--- config.mk ---
export PLATFORM = sky130hd
export DESIGN_NAME = sa_rx_frame
export DESIGN_NICKNAME = d
export VERILOG_FILES = /design/src/rtl/sa_rx_frame.sv
export SDC_FILE = /design/constraint.sdc
export NUM_CORES = 1
export LEC_CHECK = 0
export ABC_AREA = 1
export BUFFER_PORTS_ARGS = -buffer_cell sky130_fd_sc_hd__buf_4
export CAP_MARGIN = 20
export CELL_PAD_IN_SITES_DETAIL_PLACEMENT = 1
export CELL_PAD_IN_SITES_GLOBAL_PLACEMENT = 2
export CORE_MARGIN = 2
export CORE_UTILIZATION = 33
export CTS_BUF_LIST = sky130_fd_sc_hd__clkbuf_16
export CTS_CLUSTER_SIZE = 28
export DETAILED_ROUTE_END_ITERATION = 16
export MAX_ROUTING_LAYER = met4
export PLACE_DENSITY = 0.79
export SYNTH_ARGS = -nofsm -noshare
export SYNTH_HDL_FRONTEND = slang
export SYNTH_SLANG_ARGS = --single-unit
--- constraint.sdc ---
create_clock -name sys_clk -period 1.85 [get_ports sys_clk]
set_clock_uncertainty 0.15 [all_clocks]
set_input_delay 0.185 -clock sys_clk [delete_from_list [all_inputs] [get_ports sys_clk]]
set_output_delay 0.185 -clock sys_clk [all_outputs]
set_load 0.02 [all_outputs]
--- src/rtl/sa_rx_frame.sv ---
`default_nettype none
`timescale 1ns/1ps
// ============================================================================
// Module   : sa_rx_frame
// Purpose  : Byte-level frame receiver. Writes each received frame into the
//            2 KB RX buffer RAM, checks CRC-16/CCITT, and hands the locked
//            buffer to the downstream parser until it is released. Overrun,
//            short and long frames are dropped and flagged.
// Ports    : sys_clk, glbl_rst_n        clock / async active-low reset
//            rx_dv, rx_byte_valid,
//            rx_byte                    byte stream from the line PHY
//            rx_buff_release            parser has consumed the buffer
//            rx_buff_wren/wraddr/wrdata RX buffer RAM write port
//            rx_start, rx_done          frame start / complete pulses
//            rx_crc_rslt, rx_len        frame result, held until next start
//            rx_busy                    buffer in use (start .. release)
//            rx_err[2:0]                pulses: overrun, long, short
// Revision : 1.0 - initial release
// ============================================================================
module sa_rx_frame #(
  parameter int unsigned MAX_LEN  = 2048,
  parameter int unsigned MIN_LEN  = 4,
  parameter logic [15:0] CRC_INIT = 16'hFFFF
) (
  input  logic        sys_clk,
  input  logic        glbl_rst_n,
  input  logic        rx_dv,
  input  logic        rx_byte_valid,
  input  logic [7:0]  rx_byte,
  input  logic        rx_buff_release,
  output logic        rx_buff_wren,
  output logic [10:0] rx_buff_wraddr,
  output logic [7:0]  rx_buff_wrdata,
  output logic        rx_start,
  output logic        rx_done,
  output logic        rx_crc_rslt,
  output logic [10:0] rx_len,
  output logic        rx_busy,
  output logic [2:0]  rx_err
);

  localparam logic [2:0] S_SYNC = 3'd0;
  localparam logic [2:0] S_IDLE = 3'd1;
  localparam logic [2:0] S_RECV = 3'd2;
  localparam logic [2:0] S_LOCK = 3'd3;
  localparam logic [2:0] S_DROP = 3'd4;

  localparam logic [11:0] c_MAX_LEN = 12'(MAX_LEN);
  localparam logic [11:0] c_MIN_LEN = 12'(MIN_LEN);

  // CRC-16/CCITT, poly 0x1021, MSB first, non-reflected.
  function automatic logic [15:0] f_crc_byte(input logic [15:0] crc_in,
                                             input logic [7:0]  data);
    logic [15:0] crc;
    crc = crc_in;
    for (int i = 7; i >= 0; i--) begin
      if (crc[15] ^ data[i]) crc = {crc[14:0], 1'b0} ^ 16'h1021;
      else                   crc = {crc[14:0], 1'b0};
    end
    return crc;
  endfunction

  logic [2:0]  r_state;
  logic [2:0]  w_state_nxt;
  logic [11:0] r_count;
  logic [15:0] r_crc;
  logic        r_wren;
  logic [10:0] r_wraddr;
  logic [7:0]  r_wrdata;
  logic        r_start;
  logic        r_done;
  logic        r_crc_rslt;
  logic [10:0] r_len;
  logic        r_busy;
  logic [2:0]  r_err;

  logic        w_acc;
  logic        w_new_frame;
  logic        w_store;
  logic        w_ovf;
  logic        w_eof;
  logic        w_short;
  logic        w_good;
  logic        w_lock_ovr;
  logic        w_unlock;

  logic [11:0] w_count_nxt;
  logic [15:0] w_crc_nxt;
  logic [10:0] w_len_nxt;
  logic        w_rslt_nxt;
  logic        w_busy_nxt;

  assign w_acc = rx_dv & rx_byte_valid;

  // A release arriving with the first byte of a new frame unlocks and
  // starts that frame in the same cycle.
  assign w_new_frame = w_acc & ((r_state == S_IDLE) |
                                ((r_state == S_LOCK) & rx_buff_release));
  assign w_store     = w_acc & (r_state == S_RECV) & (r_count != c_MAX_LEN);
  assign w_ovf       = w_acc & (r_state == S_RECV) & (r_count == c_MAX_LEN);
  assign w_eof       = (r_state == S_RECV) & ~rx_dv;
  assign w_short     = w_eof & (r_count < c_MIN_LEN);
  assign w_good      = w_eof & ~w_short;
  assign w_lock_ovr  = w_acc & (r_state == S_LOCK) & ~rx_buff_release;
  assign w_unlock    = (r_state == S_LOCK) & rx_buff_release & ~w_acc;

  // --------------------------------------------------------------------------
  // State register
  // --------------------------------------------------------------------------
  always_ff @(posedge sys_clk or negedge glbl_rst_n) begin
    if (!glbl_rst_n) r_state <= S_SYNC;
    else             r_state <= w_state_nxt;
  end

  // --------------------------------------------------------------------------
  // Next-state logic
  // --------------------------------------------------------------------------
  always_comb begin
    w_state_nxt = r_state;
    case (r_state)
      S_SYNC: if (!rx_dv) w_state_nxt = S_IDLE;
      S_IDLE: if (w_acc)  w_state_nxt = S_RECV;
      S_RECV: begin
        if (!rx_dv)     w_state_nxt = w_short ? S_IDLE : S_LOCK;
        else if (w_ovf) w_state_nxt = S_DROP;
      end
      S_LOCK: begin
        if (rx_buff_release) w_state_nxt = w_acc ? S_RECV : S_IDLE;
        else if (w_acc)      w_state_nxt = S_DROP;
      end
      // r_busy is still set when the dropped frame was an overrun of a
      // locked buffer, so it tells us where to return.
      S_DROP: if (!rx_dv) w_state_nxt = r_busy ? S_LOCK : S_IDLE;
      default: w_state_nxt = S_SYNC;
    endcase
  end

  // --------------------------------------------------------------------------
  // Output / datapath next values
  // --------------------------------------------------------------------------
  always_comb begin
    w_count_nxt = r_count;
    w_crc_nxt   = r_crc;
    w_len_nxt   = r_len;
    w_rslt_nxt  = r_crc_rslt;
    w_busy_nxt  = r_busy;

    if (w_new_frame) begin
      w_count_nxt = 12'd1;
      w_crc_nxt   = f_crc_byte(CRC_INIT, rx_byte);
      w_len_nxt   = 11'd0;
      w_rslt_nxt  = 1'b0;
      w_busy_nxt  = 1'b1;
    end else if (w_store) begin
      w_count_nxt = r_count + 12'd1;
      w_crc_nxt   = f_crc_byte(r_crc, rx_byte);
    end

    // Running over the CRC bytes too leaves a zero residue on a good frame.
    if (w_good) begin
      w_len_nxt  = r_count[10:0];
      w_rslt_nxt = (r_crc == 16'h0000);
    end

    if (w_short || w_ovf || w_unlock) w_busy_nxt = 1'b0;
  end

  always_ff @(posedge sys_clk or negedge glbl_rst_n) begin
    if (!glbl_rst_n) begin
      r_count    <= 12'd0;
      r_crc      <= CRC_INIT;
      r_wren     <= 1'b0;
      r_wraddr   <= 11'd0;
      r_wrdata   <= 8'd0;
      r_start    <= 1'b0;
      r_done     <= 1'b0;
      r_crc_rslt <= 1'b0;
      r_len      <= 11'd0;
      r_busy     <= 1'b0;
      r_err      <= 3'd0;
    end else begin
      r_count    <= w_count_nxt;
      r_crc      <= w_crc_nxt;
      r_wren     <= w_new_frame | w_store;
      if (w_new_frame || w_store) begin
        r_wraddr <= w_new_frame ? 11'd0 : r_count[10:0];
        r_wrdata <= rx_byte;
      end
      r_start    <= w_new_frame;
      r_done     <= w_good;
      r_crc_rslt <= w_rslt_nxt;
      r_len      <= w_len_nxt;
      r_busy     <= w_busy_nxt;
      r_err      <= {w_lock_ovr, w_ovf, w_short};
    end
  end

  assign rx_buff_wren   = r_wren;
  assign rx_buff_wraddr = r_wraddr;
  assign rx_buff_wrdata = r_wrdata;
  assign rx_start       = r_start;
  assign rx_done        = r_done;
  assign rx_crc_rslt    = r_crc_rslt;
  assign rx_len         = r_len;
  assign rx_busy        = r_busy;
  assign rx_err         = r_err;

endmodule
`default_nettype wire
## Word level (Yosys, flattened, before mapping)

Index checks and enable logic that the tools add are counted.

- Register bits after elaboration: 69
- Output and inout bits: 38
- Logic and storage cells: 141

- Add/subtract/negate cells: 1
- $lt $le $gt $ge: 1
- Equal/unequal tests: 11
- Multiplexer cells: 59
- Bitwise gates (word level): 48
- Reductions and logical operators: 9

Operators with widths:

| operator | count |
|---|---|
| 2-to-1 mux 16 bit | 23 |
| 2-to-1 mux 13 bit | 16 |
| inverter 3 bit | 15 |
| 2-to-1 mux 11 bit | 3 |
| 2-to-1 mux 12 bit | 2 |
| 2-to-1 mux 3 bit | 7 |
| zero test 16 bit | 1 |
| case mux 3 bit (5 select lines) | 1 |
| XOR 1 bit | 15 |
| adder 12 x 1 -> 12 bit (second input constant) | 1 |
| bitwise AND 1 bit | 12 |
| equality test 12 bit (second input constant) | 1 |
| < comparator 12 x 3 -> 1 bit (second input constant) | 1 |
| != test 12 bit (second input constant) | 1 |
| equality test 3 x 2 -> 1 bit (second input constant) | 2 |
| 2-to-1 mux 2 bit | 3 |
| != test 2 bit (second input constant) | 3 |
| != test 3 bit (second input constant) | 2 |
| nonzero test 2 bit | 3 |
| AND reduction 5 bit | 1 |
| 2-to-1 mux 1 bit | 4 |
| inverter 1 bit | 4 |
| equality test 3 x 1 -> 1 bit (second input constant) | 1 |
| equality test 3 bit (second input constant) | 1 |
| 3 further kinds | 6 |

## Longest topological paths before layout

- Depth in word-level cells: 33
- Mapped depth: 12

## Worst setup path before layout

No wires, ideal clock.

- Path kind: flip-flop to flip-flop
- Start point: reg r_count[0]
- End point: reg r_count[6]
- Data arrival time: 1389 ps
- Slack: 184 ps
- Stages on the path, launching flop included: 12
- Period minus slack after synthesis: 1666 ps
- Cells stage by stage: dfrtp_1 inv_1 ha_1 nand3_1 nor2_1 nand2_1 nand2_2 buf_6 inv_4 buf_6 nand3_1 o21ai_0

- Word-level cells in the longest chain between the ends: 3
- Elaborated cells on any way between the ends: 6

Ends and longest elaborated chain:

| item | line | RTL |
|---|---|---|
| from (decl) | 65 | `logic [11:0] r_count;` |
| from (signal assigned) | 182 | `r_count <= w_count_nxt;` |
| adder 12 x 1 -> 12 bit or != test 12 bit (tied branches) | 155, 99 |  |
| 2-to-1 mux 12 bit or bitwise AND 1 bit (tied branches) | 154, 99 |  |
| 2-to-1 mux 12 bit or nonzero test 2 bit (tied branches) | -- |  |

Parallel ways exist; a longest one is shown, timed or not. The select of a mux whose other input is x is not followed.
A chain may end at the register's enable or synchronous reset.

## Worst setup path in the final report

- Start point: reg r_count[6]
- End point: reg r_count[10]

The elaborated chain is that of the path after synthesis.

==> out/metrics.csv <==
stage,metric,value,unit
route,drc,0,
route,num_vias,3342,
die,start_util,33.9,%
power,peakVddDrop,0.734,mV
critical_path,crit_chain,nor2_1 -> nand2_1 -> nor2_2 -> nand2_1 -> nand2_2 -> nand2_4 -> buf_4 -> nand3_1 -> o21ai_0,
grt,antenna_found_initial,0,
timing,rsz0062_at_grt,yes,
clock_network,clk_pin_slew,0.06,ns
grt,overflow,0,
grt,grt_pass1_vias,3500,
route,first_pass_iters,5,
logic_synthesis,syn-num-nets,483,
clock_network,cts_tree,yes,
logic_synthesis,ys_warn_count,0,
logic_synthesis,synth_area,3680,um2
placement,dp.cells,661,
cells_and_area,n_fill_cell,1332,
clock_network,cts_root_buf,clkbuf_16,
route,ant_nets,0,
logic_synthesis,syn_inst,468,
critical_path,critPathCaptureType,flop,
die,die-area,12000,um2
cells_and_area,fin_cells,689,
route,viasPerCell,4.85,
cells_and_area,final_util,44.6,%
grt,grtUsageTotal,19.8,%
placement,port_buffers,50,
timing,period_share,95.3,%
clock_network,cts_buffer_depth,2,
run_status,status,finished clean,
critical_path,critPathKind,reg2reg,
die,core,10800,um2
critical_path,cp_slowest_stage_delay,0.44,ns
logic_synthesis,avgSynthCellArea,7.85,um2
timing,slew_headroom,72.9,%
worst_hold_path,hold_class,in2reg,
placement,place_congestion,0.861,
die,row_count,38,
power,p_leak,2.41,nW
cells_and_area,syn_to_final_growth,31.4,%
critical_path,crit_required,1.92,ns
critical_path,cp.arrival,1.83,ns
placement,dp_hpwl,7840,um
route,drt_iter0_drc,78,
grt,grt_pass1_wl,17500,um
cells_and_area,antennaDiodeCount,0,
timing,period_minus_slack,1.76,ns
timing,final-setup-viol-count,0,
clock_network,cts_buffers,9,
timing,slew_violations,0,
critical_path,reg2reg_setup_slack,0.09,ns
flow_run,drv_cap,0,
timing,max_freq,567,MHz
timing,final-hold-violation-count,0,
timing,tightest_slew,0.404,ns
logic_synthesis,synth-seq-cells,69,
clock_network,cts_sinks,69,
grt,grt_max_degree,26,
cells_and_area,final_common_cell,nand2_1,
critical_path,cpMostUsedCell,nand2_1,
clock_network,worst_skew_pair.late_latency,0.33,ns
critical_path,critPathSlowestCell,dfrtp_1,
critical_path,cp_max_fo,10,
die,die_w,110,um
die,pin_count,51,
critical_path,start_kind,flop,
power,power_density,1720,nW/um2
logic_synthesis,synthDistinctLibCells,32,
route,wirelength,11000,um
route,avgRoutedWirePerCell,16.0,um
logic_synthesis,ys_seq_area_share,47.5,%
clock_network,htreeDepth,3,
cells_and_area,finalNetCount,559,
die,die_h,110,um
cells_and_area,layout_common_cells,"nand2_1 (149), buf_4 (67), dfrtp_1 (51)",
cells_and_area,drive_above_1_share,23.9,%
routing by layer:
layer | global-route usage, % | share of wire [%]
met1 | 22.1 | 44
met2 | 35.1 | 52
met3 | 3.02 | 2.8
met4 | 8.23 | 1.9
met5 | - | 0
kinds of logic (layout without fill, tap and decap cells):
family                   count (synthesis)  after routing  share of synthesized area, %
AO/OA/AOI/OAI                           57             57                          8.44
XOR/XNOR                                21             21                          5.00
adder cells (fa/ha/maj)                  2              2                         0.681
buffers and inverters                   64            145                          8.58
flip-flops                              69             69                          47.5
AND/OR/NAND/NOR                        255            255                          29.8
power breakdown:
group          internal (W)  switching, W
clock               0.00145      0.000675
combinational       0.00140       0.00208
sequential          0.00221      0.000513
registers in the layout, summed over array words and instances (netlist names):
signal	flops
r_state	3
rx_done	1
rx_len	11
r_crc	16
r_count	12
rx_buff_wraddr	11
rx_err	3
rx_crc_rslt	1
rx_buff_wren	1
rx_start	1
rx_busy	1
rx_buff_wrdata	8
final cells by class:
class                      instances  area, um2  area share (%)
sequential                        69       1750            36.2
multi-input combinational        335       1630            33.8
timing repair buffer              82        721            14.9
clock buffer                       9        225            4.66
inverter                          47        189            3.91
tap                              140        175            3.63
clock inverter                     7        138            2.85
stage by stage:
stage | setup TNS [ns] | hold slack (ns) | instance area (um2) | power [W] | worst slack (ns)
after global placement | 0 | -0.0511 | 4280 | 0.00597 | 0.114
final | 0 | 0.00535 | 4830 | 0.00833 | 0.0878
after CTS | 0 | 0.00859 | 4700 | 0.00825 | 0.0601
after detailed placement | 0 | -0.0495 | 4280 | 0.00607 | 0.0780
after global routing | -1.73 | 0.0180 | 4830 | 0.00895 | -0.0809
after floorplan | 0 | -0.261 | 3680 | 0.00478 | 0.184
worst max-delay path: cells and delay by family, from the launching register on:
kind | cells | cell delay [ns]
buffers and inverters | 1 | 0.23
AO/OA/AOI/OAI | 1 | 0.07
flip-flops | 1 | 0.44
AND/OR/NAND/NOR | 7 | 0.76
worst paths after layout:
| kind | cells after the start | endpoint | from |
|---|---|---|---|
| worst max-delay path | 9 | r_count[10]$_DFFE_PN0P_ | r_count[6]$_DFFE_PN0P_ |
| worst min-delay path | 3 | rx_buff_wrdata[1]$_DFFE_PN0P_ | rx_byte[1] |
| worst max register to register | 9 | r_count[10]$_DFFE_PN0P_ | r_count[6]$_DFFE_PN0P_ |
| worst min register to register | 2 | rx_buff_wrdata[2]$_DFFE_PN0P_ | rx_buff_wrdata[2]$_DFFE_PN0P_ |
| max in group asynchronous | 3 | r_state[1]$_DFFE_PN0P_ | glbl_rst_n |
| min in group asynchronous | 2 | rx_buff_wraddr[3]$_DFFE_PN0P_ | glbl_rst_n |
cells in the mapped netlist (all sizes together):
cell	n	area, um2
buf	14	113
a21oi	7	35.0
nor3	11	55.1
clkbuf	3	23.8
nand3b	1	7.51
o21ai	45	225
o211ai	4	43.8
inv	47	179
nor2	34	138
nand3	45	235
nand4	7	43.8
nand2	152	583
xnor2	9	78.8
nor4	4	25.0
ha	2	25.0
dfrtp	53	1330
xor2	12	105
dfstp	16	420
nor3b	1	7.51
a31oi	1	6.26
timing repair:
action,4_1_cts,5_1_grt
hold endpoints to repair,55,0
hold buffers,6,0
resized for setup,0,14
buffers inserted,0,3
setup endpoints to repair,0,52
(Power assumes the default switching activity.)
